### src/rtl/hazard_scoreboard.sv
// Pipeline hazard control: operand forwarding selects, load-use / RAW stalls,
// branch flush sequencing, memory-wait freeze and a saturating stall counter.
module hazard_scoreboard #(
    parameter int NUM_REGS       = 32,
    parameter int FWD_EN         = 1,
    parameter int BRANCH_PENALTY = 2,
    parameter int CNT_W          = 16,
    localparam int RW            = $clog2(NUM_REGS)
) (
    input  logic             clk,
    input  logic             rst_n,
    input  logic             i_instr_ready,
    input  logic             i_data_ready,
    input  logic [RW-1:0]    i_id_rs1,
    input  logic [RW-1:0]    i_id_rs2,
    input  logic [RW-1:0]    i_ex_rd,
    input  logic [RW-1:0]    i_ma_rd,
    input  logic [RW-1:0]    i_wb_rd,
    input  logic             i_ex_reg_wr,
    input  logic             i_ma_reg_wr,
    input  logic             i_wb_reg_wr,
    input  logic             i_ex_is_load,
    input  logic             i_ex_branch_taken,
    output logic             o_if_clk_en,
    output logic             o_id_clk_en,
    output logic             o_ex_clk_en,
    output logic             o_ma_clk_en,
    output logic             o_if_flush,
    output logic             o_id_flush,
    output logic [1:0]       o_fwd_rs1,
    output logic [1:0]       o_fwd_rs2,
    output logic [CNT_W-1:0] o_stall_count
);

    typedef enum logic {S_RUN, S_FLUSH} state_t;

    localparam logic [3:0] LP_RELOAD = 4'(BRANCH_PENALTY - 1);

    state_t           r_state;
    logic [3:0]       r_flush_cnt;
    logic [CNT_W-1:0] r_stall_count;

    logic w_ex1, w_ma1, w_wb1, w_ex2, w_ma2, w_wb2;
    logic w_raw_stall;
    logic w_flushing;

    assign w_ex1 = i_ex_reg_wr && (i_ex_rd == i_id_rs1) && (i_id_rs1 != '0);
    assign w_ma1 = i_ma_reg_wr && (i_ma_rd == i_id_rs1) && (i_id_rs1 != '0);
    assign w_wb1 = i_wb_reg_wr && (i_wb_rd == i_id_rs1) && (i_id_rs1 != '0);
    assign w_ex2 = i_ex_reg_wr && (i_ex_rd == i_id_rs2) && (i_id_rs2 != '0);
    assign w_ma2 = i_ma_reg_wr && (i_ma_rd == i_id_rs2) && (i_id_rs2 != '0);
    assign w_wb2 = i_wb_reg_wr && (i_wb_rd == i_id_rs2) && (i_id_rs2 != '0);

    // Without forwarding, only the write-first regfile covers a WB producer.
    assign w_raw_stall = (FWD_EN != 0) ? ((w_ex1 || w_ex2) && i_ex_is_load)
                                       : (w_ex1 || w_ex2 || w_ma1 || w_ma2);

    assign w_flushing = i_ex_branch_taken || (r_state == S_FLUSH);

    always_comb begin
        o_fwd_rs1 = 2'b00;
        o_fwd_rs2 = 2'b00;
        if (FWD_EN != 0) begin
            // A load result is not available in EX, so fall through to older stages.
            if (w_ex1 && !i_ex_is_load) o_fwd_rs1 = 2'b01;
            else if (w_ma1)             o_fwd_rs1 = 2'b10;
            else if (w_wb1)             o_fwd_rs1 = 2'b11;
            if (w_ex2 && !i_ex_is_load) o_fwd_rs2 = 2'b01;
            else if (w_ma2)             o_fwd_rs2 = 2'b10;
            else if (w_wb2)             o_fwd_rs2 = 2'b11;
        end
    end

    always_comb begin
        o_if_clk_en = 1'b1;
        o_id_clk_en = 1'b1;
        o_ex_clk_en = 1'b1;
        o_ma_clk_en = 1'b1;
        o_if_flush  = 1'b0;
        o_id_flush  = 1'b0;
        if (!i_data_ready) begin
            o_if_clk_en = 1'b0;
            o_id_clk_en = 1'b0;
            o_ex_clk_en = 1'b0;
            o_ma_clk_en = 1'b0;
        end else if (w_flushing) begin
            o_if_flush = 1'b1;
            o_id_flush = 1'b1;
        end else if (w_raw_stall || !i_instr_ready) begin
            o_if_clk_en = 1'b0;
            o_id_clk_en = 1'b0;
            o_id_flush  = 1'b1;
        end
    end

    // Flush counter holds the number of FLUSH-state cycles still owed.
    always_ff @(posedge clk or negedge rst_n) begin
        if (!rst_n) begin
            r_state     <= S_RUN;
            r_flush_cnt <= 4'd0;
        end else if (i_data_ready) begin
            if (i_ex_branch_taken) begin
                r_flush_cnt <= LP_RELOAD;
                r_state     <= (LP_RELOAD == 4'd0) ? S_RUN : S_FLUSH;
            end else if (r_state == S_FLUSH) begin
                if (r_flush_cnt <= 4'd1) begin
                    r_flush_cnt <= 4'd0;
                    r_state     <= S_RUN;
                end else begin
                    r_flush_cnt <= r_flush_cnt - 4'd1;
                end
            end
        end
    end

    always_ff @(posedge clk or negedge rst_n) begin
        if (!rst_n) begin
            r_stall_count <= '0;
        end else if (!o_if_clk_en && (r_stall_count != '1)) begin
            r_stall_count <= r_stall_count + 1'b1;
        end
    end

    assign o_stall_count = r_stall_count;

endmodule

### config.mk
export PLATFORM = sky130hd
export DESIGN_NAME = hazard_scoreboard
export DESIGN_NICKNAME = d
export VERILOG_FILES = /design/src/rtl/hazard_scoreboard.sv
export SDC_FILE = /design/constraint.sdc
export NUM_CORES = 1
export LEC_CHECK = 0
export CAP_MARGIN = 20
export CELL_PAD_IN_SITES_DETAIL_PLACEMENT = 0
export CELL_PAD_IN_SITES_GLOBAL_PLACEMENT = 1
export CORE_ASPECT_RATIO = 1.75
export CORE_MARGIN = 5
export CORE_UTILIZATION = 33
export DETAILED_ROUTE_END_ITERATION = 6
export PLACE_DENSITY_LB_ADDON = 0.1
export SLEW_MARGIN = 15
export SYNTH_ARGS = -nofsm -noshare
export SYNTH_HDL_FRONTEND = slang
export SYNTH_SLANG_ARGS = --single-unit
### constraint.sdc
create_clock -name clk -period 3.85 [get_ports clk]
set_input_delay 1.155 -clock clk [delete_from_list [all_inputs] [get_ports clk]]
set_output_delay 1.155 -clock clk [all_outputs]
set_load 0.02 [all_outputs]
* Yosys cells after proc, flatten, opt, wreduce, memory -nomap -nowiden *
Cells that the tools add are included.

word-level totals
  register bits after elaboration = 21
  latch bits = 0
  bits in writable memories = 0
  bits in read-only memories = 0
  input bits = 34
  word-level logic and storage cells = 60
  memories = 0

operators by class
  $add $sub $neg = 2
  multiply operators = 0
  divide/modulo/power cells = 0
  magnitude comparators = 1
  equality and inequality tests = 7
  shift operators = 0
  mux-type cells = 21
  bitwise gates (word level) = 0
  reduce and logical (&&, ||, !) cells = 26

operators by type and width
  kind                   count
  $eq 5x5->1             6
  $add 16x1->16 const B  1
  $logic_and 1x1->1      16
  $ne 16x16->1 const B   1
  $mux 1                 12
  $mux 2                 6
  $mux 4                 3
  $reduce_bool 5->1      2
  $le 4x1->1 const B     1
  $sub 4x1->4 const B    1
  $logic_not 1->1        3
  $logic_or 1x1->1       3
  $reduce_and 2->1       1
  $reduce_bool 2->1      1

* Depth between registers and ports, before layout *
  word-level depth = 11
  mapped depth = 7
  gate-level depth less buffers = 7

* Least setup slack after synthesis *
OpenSTA, ideal clock, no wires.

  kind = input to output
  from = input port i_id_rs1[0]
  to = output port o_if_clk_en
  data arrival time = 2.697 ns
  setup slack = -0.002 ns
  stages = 7
  path buffers = 2
  path through = or4_1 -> nor2_2 -> nor4_2 -> o211ai_2 -> buf_6 -> and2_1 -> buf_4

on the way
  longest elaborated chain between the ends = 9

ends and longest elaborated chain
  what                     line  RTL
  from (decl)              14    input logic [RW-1:0] i_id_rs1,
  $eq 5x5->1               47    assign w_ex1 = i_ex_reg_wr && (i_ex_rd == i_id_rs1) && (i_id_rs1 != '0);
  $logic_and 1x1->1        47
  $logic_and 1x1->1 (*)    47
  $logic_or 1x1->1 (*)     --
  $logic_and 1x1->1 (*)    55    assign w_raw_stall = (FWD_EN != 0) ? ((w_ex1 || w_ex2) && i_ex_is_load)
  $logic_or 1x1->1 (*)     89    end else if (w_raw_stall || !i_instr_ready) begin
  $mux 1 (*) (3 in a row)  --
  to (decl)                24    output logic o_if_clk_en,

Every way passes the cells marked *; elsewhere a longest branch is shown, timed or not.

* Worst setup path in the final report *
  from = input port i_id_rs1[4]
  to = output port o_fwd_rs1[1]

on the way
  longest elaborated chain between the ends = 6

ends and longest elaborated chain
  what                            line  RTL
  $eq 5x5->1                      49    assign w_wb1 = i_wb_reg_wr && (i_wb_rd == i_id_rs1) && (i_id_rs1 != '0);
  $logic_and 1x1->1 (2 in a row)  49
  $mux 2                          67    else if (w_wb1) o_fwd_rs1 = 2'b11;
  $mux 2                          66    else if (w_ma1) o_fwd_rs1 = 2'b10;
  $mux 2 (*)                      65    if (w_ex1 && !i_ex_is_load) o_fwd_rs1 = 2'b01;
  to (decl)                       30    output logic [1:0] o_fwd_rs1,

Marked as above.

==> impl_metrics.py <==
metrics = {
    "outcome": {
        "status": "completed",
    },
    "grt": {
        "grt_pass1_wl_um": 8400,
        "grtUsageTotal_pct": 15.7,
        "grt_pass1_vias": 1803,
        "grt_max_degree": 22,
        "grt-ovfl-total": 0,
        "antenna_found_initial": 0,
    },
    "sta": {
        "tightest_slew_ps": 534,
        "final-setup-viol-count": 0,
        "clock-skew-final_ps": 6.04,
        "slew_headroom_pct": 64.1,
        "period_share_pct": 98.6,
        "slew_viol_final": 0,
        "finalCriticalPeriod_ps": 3800,
        "hold_viol": 0,
        "fmax_mhz": 263,
        "holdWs_ps": 511,
    },
    "clock_tree": {
        "cts_tree": "built",
        "root_buffer": "clkbuf_8",
        "clk_pin_slew_ps": 80,
        "clk_latency_ps": 260,
        "clock_path_buffers": 2,
        "cts-buffers-inserted": 3,
        "cts_num_sinks": 21,
        "cts_hold_buf": 0,
        "htreeDepth": 1,
    },
    "setup_path": {
        "r2r-start": "o_stall_count[0]$_DFFE_PN0P_",
        "rr_endpoint": "o_stall_count[9]$_DFFE_PN0P_",
        "cp-start-kind": "input port",
        "crit_slowest_cell": "or4_4",
        "worstPathArrival_ps": 2640,
        "r2r_cells": 7,
        "cp.required_ps": 2690,
        "crit_family": "simple AND/OR/NAND/NOR gates",
        "path_buf_inv": 3,
        "end_kind": "output pin",
        "critPathMaxFanout": 3,
        "critPathKind": "input port to output pin",
        "path_cells": "clkdlybuf4s15_1 -> or4_4 -> nor2_4 -> buf_4 -> or4_4 -> nor2b_1 -> nor2_1 -> buf_4",
        "r2r_slack_ps": 1210,
        "critPathMaxStageDelay_ps": 530,
    },
    "floorplanning": {
        "die_area_mm2": 0.00651,
        "initial_core_util_pct": 33.4,
        "top_level_ports": 60,
        "fp.dieW_um": 63.2,
        "dieHeight_um": 103,
        "design.core.area_mm2": 0.00489,
        "row_count": 34,
    },
    "drt": {
        "final_antenna_net_count": 0,
        "remaining_drc_errors": 0,
        "first_iter_violations": 44,
        "dr.pass1.iters": 4,
        "via_per_inst": 5.12,
        "vias": 1607,
        "routed_wl_um": 5020,
        "wire_per_inst_um": 16.0,
    },
    "placed_design": {
        "hpwl_um": 4000,
        "place_congestion": 0.840,
        "numPortBuffers": 59,
        "detailed_place.area_mm2": 0.00239,
    },
    "worst_hold_path": {
        "min_to": "o_stall_count[6]$_DFFE_PN0P_",
        "hold_depth": 1,
        "hold_path.class": "flop to flop",
        "worstHoldStart": "o_stall_count[6]$_DFFE_PN0P_",
    },
    "cells_and_area": {
        "final_area_mm2": 0.00259,
        "syn_to_final_growth_pct": 58.6,
        "layout.nets": 298,
        "insertedDiodeCount": 0,
        "drive_gt1_share_pct": 28.1,
    },
    "synth": {
        "synth_area_mm2": 0.00163,
        "synth_ff_type": "dfrtp_1",
        "synth.net_count": 211,
        "ys_async_sr_fraction_pct": 100,
        "synth_top_area_share_pct": 32.2,
        "synth_cells": 174,
        "synth_edf_count": 0,
        "yosys.area.top_type": "dfrtp_1",
        "ys_types": 41,
        "synth.ff_latch_count": 21,
        "ys_seq_area_share_pct": 32.2,
        "yosys_warnings": 0,
        "syn_area_per_cell_um2": 9.38,
        "synth_top_cells_by_area": "dfrtp_1 32%, xor2_1 13%, xnor2_1 10%, a211oi_1 3.2%, nand4_1 2.7%",
    },
    "power": {
        "peakVddDrop_mv": 0.367,
        "powerDensity_mw_per_mm2": 422,
        "p_leak_nw": 1.13,
    },
    "run": {
        "drv_cap": 0,
    },
}
-- state kept, by name, indices dropped and copies added (netlist names) --
register       flops
o_stall_count     16
r_flush_cnt        4
r_state            1
-- layout make-up --
type                       instances  area [um2]
clock inverter                     1        5.00
clock buffer                       3        41.3
sequential                        21         526
timing repair buffer              88         781
fill                             449        2300
tap                               54        67.6
inverter                           9        33.8
multi-input combinational        138        1140
-- cell families (layout without fill, tap and decap cells) --
logic type                 after synthesis  count (layout)  share of synthesized area, %
and+or+nand+nor                         60              60                          20.5
xor gates and xnor gates                44              44                          23.6
AOI/OAI and AO/OA                       29              29                          14.4
DFF                                     21              21                          32.2
buffers and inverters                   15             101                          5.44
adders and majority gates                3               3                          2.30
muxes                                    2               2                          1.53
-- where the power goes --
part	switching [W]	leakage [nW]	total (W)	internal [W]
Clock	0.0000750	0.0255	0.000147	0.0000722
Combinational	0.000279	0.862	0.000556	0.000277
Sequential	0.0000925	0.244	0.000391	0.000298
-- placed cells by master, fill, tap and decap left out, types with 4 or more instances in the layout --
cell	n
inv_1	9
a211oi_1	7
dlygate4sd2_1	9
xnor2_2	5
dfrtp_1	21
nand4_1	7
buf_4	27
buf_6	7
nand2_1	11
clkdlybuf4s15_1	4
nor2_1	8
or4_4	4
clkdlybuf4s50_1	30
nand3_1	7
xnor2_1	14
xor2_1	24
buf_2	5
-- routing by layer --
layer,part of all wire (%),vias up,track usage [%]
li1,-,790,-
met1,37,756,16.2
met2,57,49,31.8
met3,4.1,12,2.94
met4,2.0,0,4.16
met5,0,-,0
-- stage by stage --
stage / setup slack (ps) / total power, W / setup TNS [ps] / std cells / util [%]
6_report: 52.5 / 0.00109 / 0 / 314 / 52.9
5_1_grt: -2.91 / 0.00118 / -2.91 / 314 / 52.9
4_1_cts: 6.42 / 0.00110 / 0 / 312 / 51.9
3_5_place_dp: -702 / 0.000946 / -4730 / 301 / 48.8
3_3_place_gp: -666 / 0.000926 / -4510 / 301 / 48.8
2_1_floorplan: 67.5 / 0.000677 / 0 / 174 / -
-- timing repair --
item	in CTS	in global routing
pin swaps	13	13
setup endpoints to repair	7	8
gates resized for setup	91	17
buffers inserted	8	1
-- synthesized netlist by cell type, drive strengths merged, types with 4 or more instances --
library cell  instances
nand3                 7
nor2                 10
nor4                  6
dfrtp                21
o21ai                 4
xor2                 25
nand4                 7
inv                   9
nor2b                 4
or4                   4
a211oi                9
buf                   5
xnor2                19
nand2                11
-- worst max-delay path by stage --
stage | from | to | slack, ps | cells after the start
finish | i_id_rs1[4] | o_fwd_rs1[1] | 50 | 8
global route | i_ma_rd[4] | o_fwd_rs2[1] | -3 | 7
CTS | i_id_rs1[4] | o_fwd_rs1[1] | 6 | 8
detailed placement | i_id_rs1[0] | o_if_clk_en | -700 | 7
global placement | i_id_rs1[0] | o_if_clk_en | -670 | 7
floorplan | i_id_rs1[0] | o_if_clk_en | 70 | 7
Power figures use the tool's default switching activity.
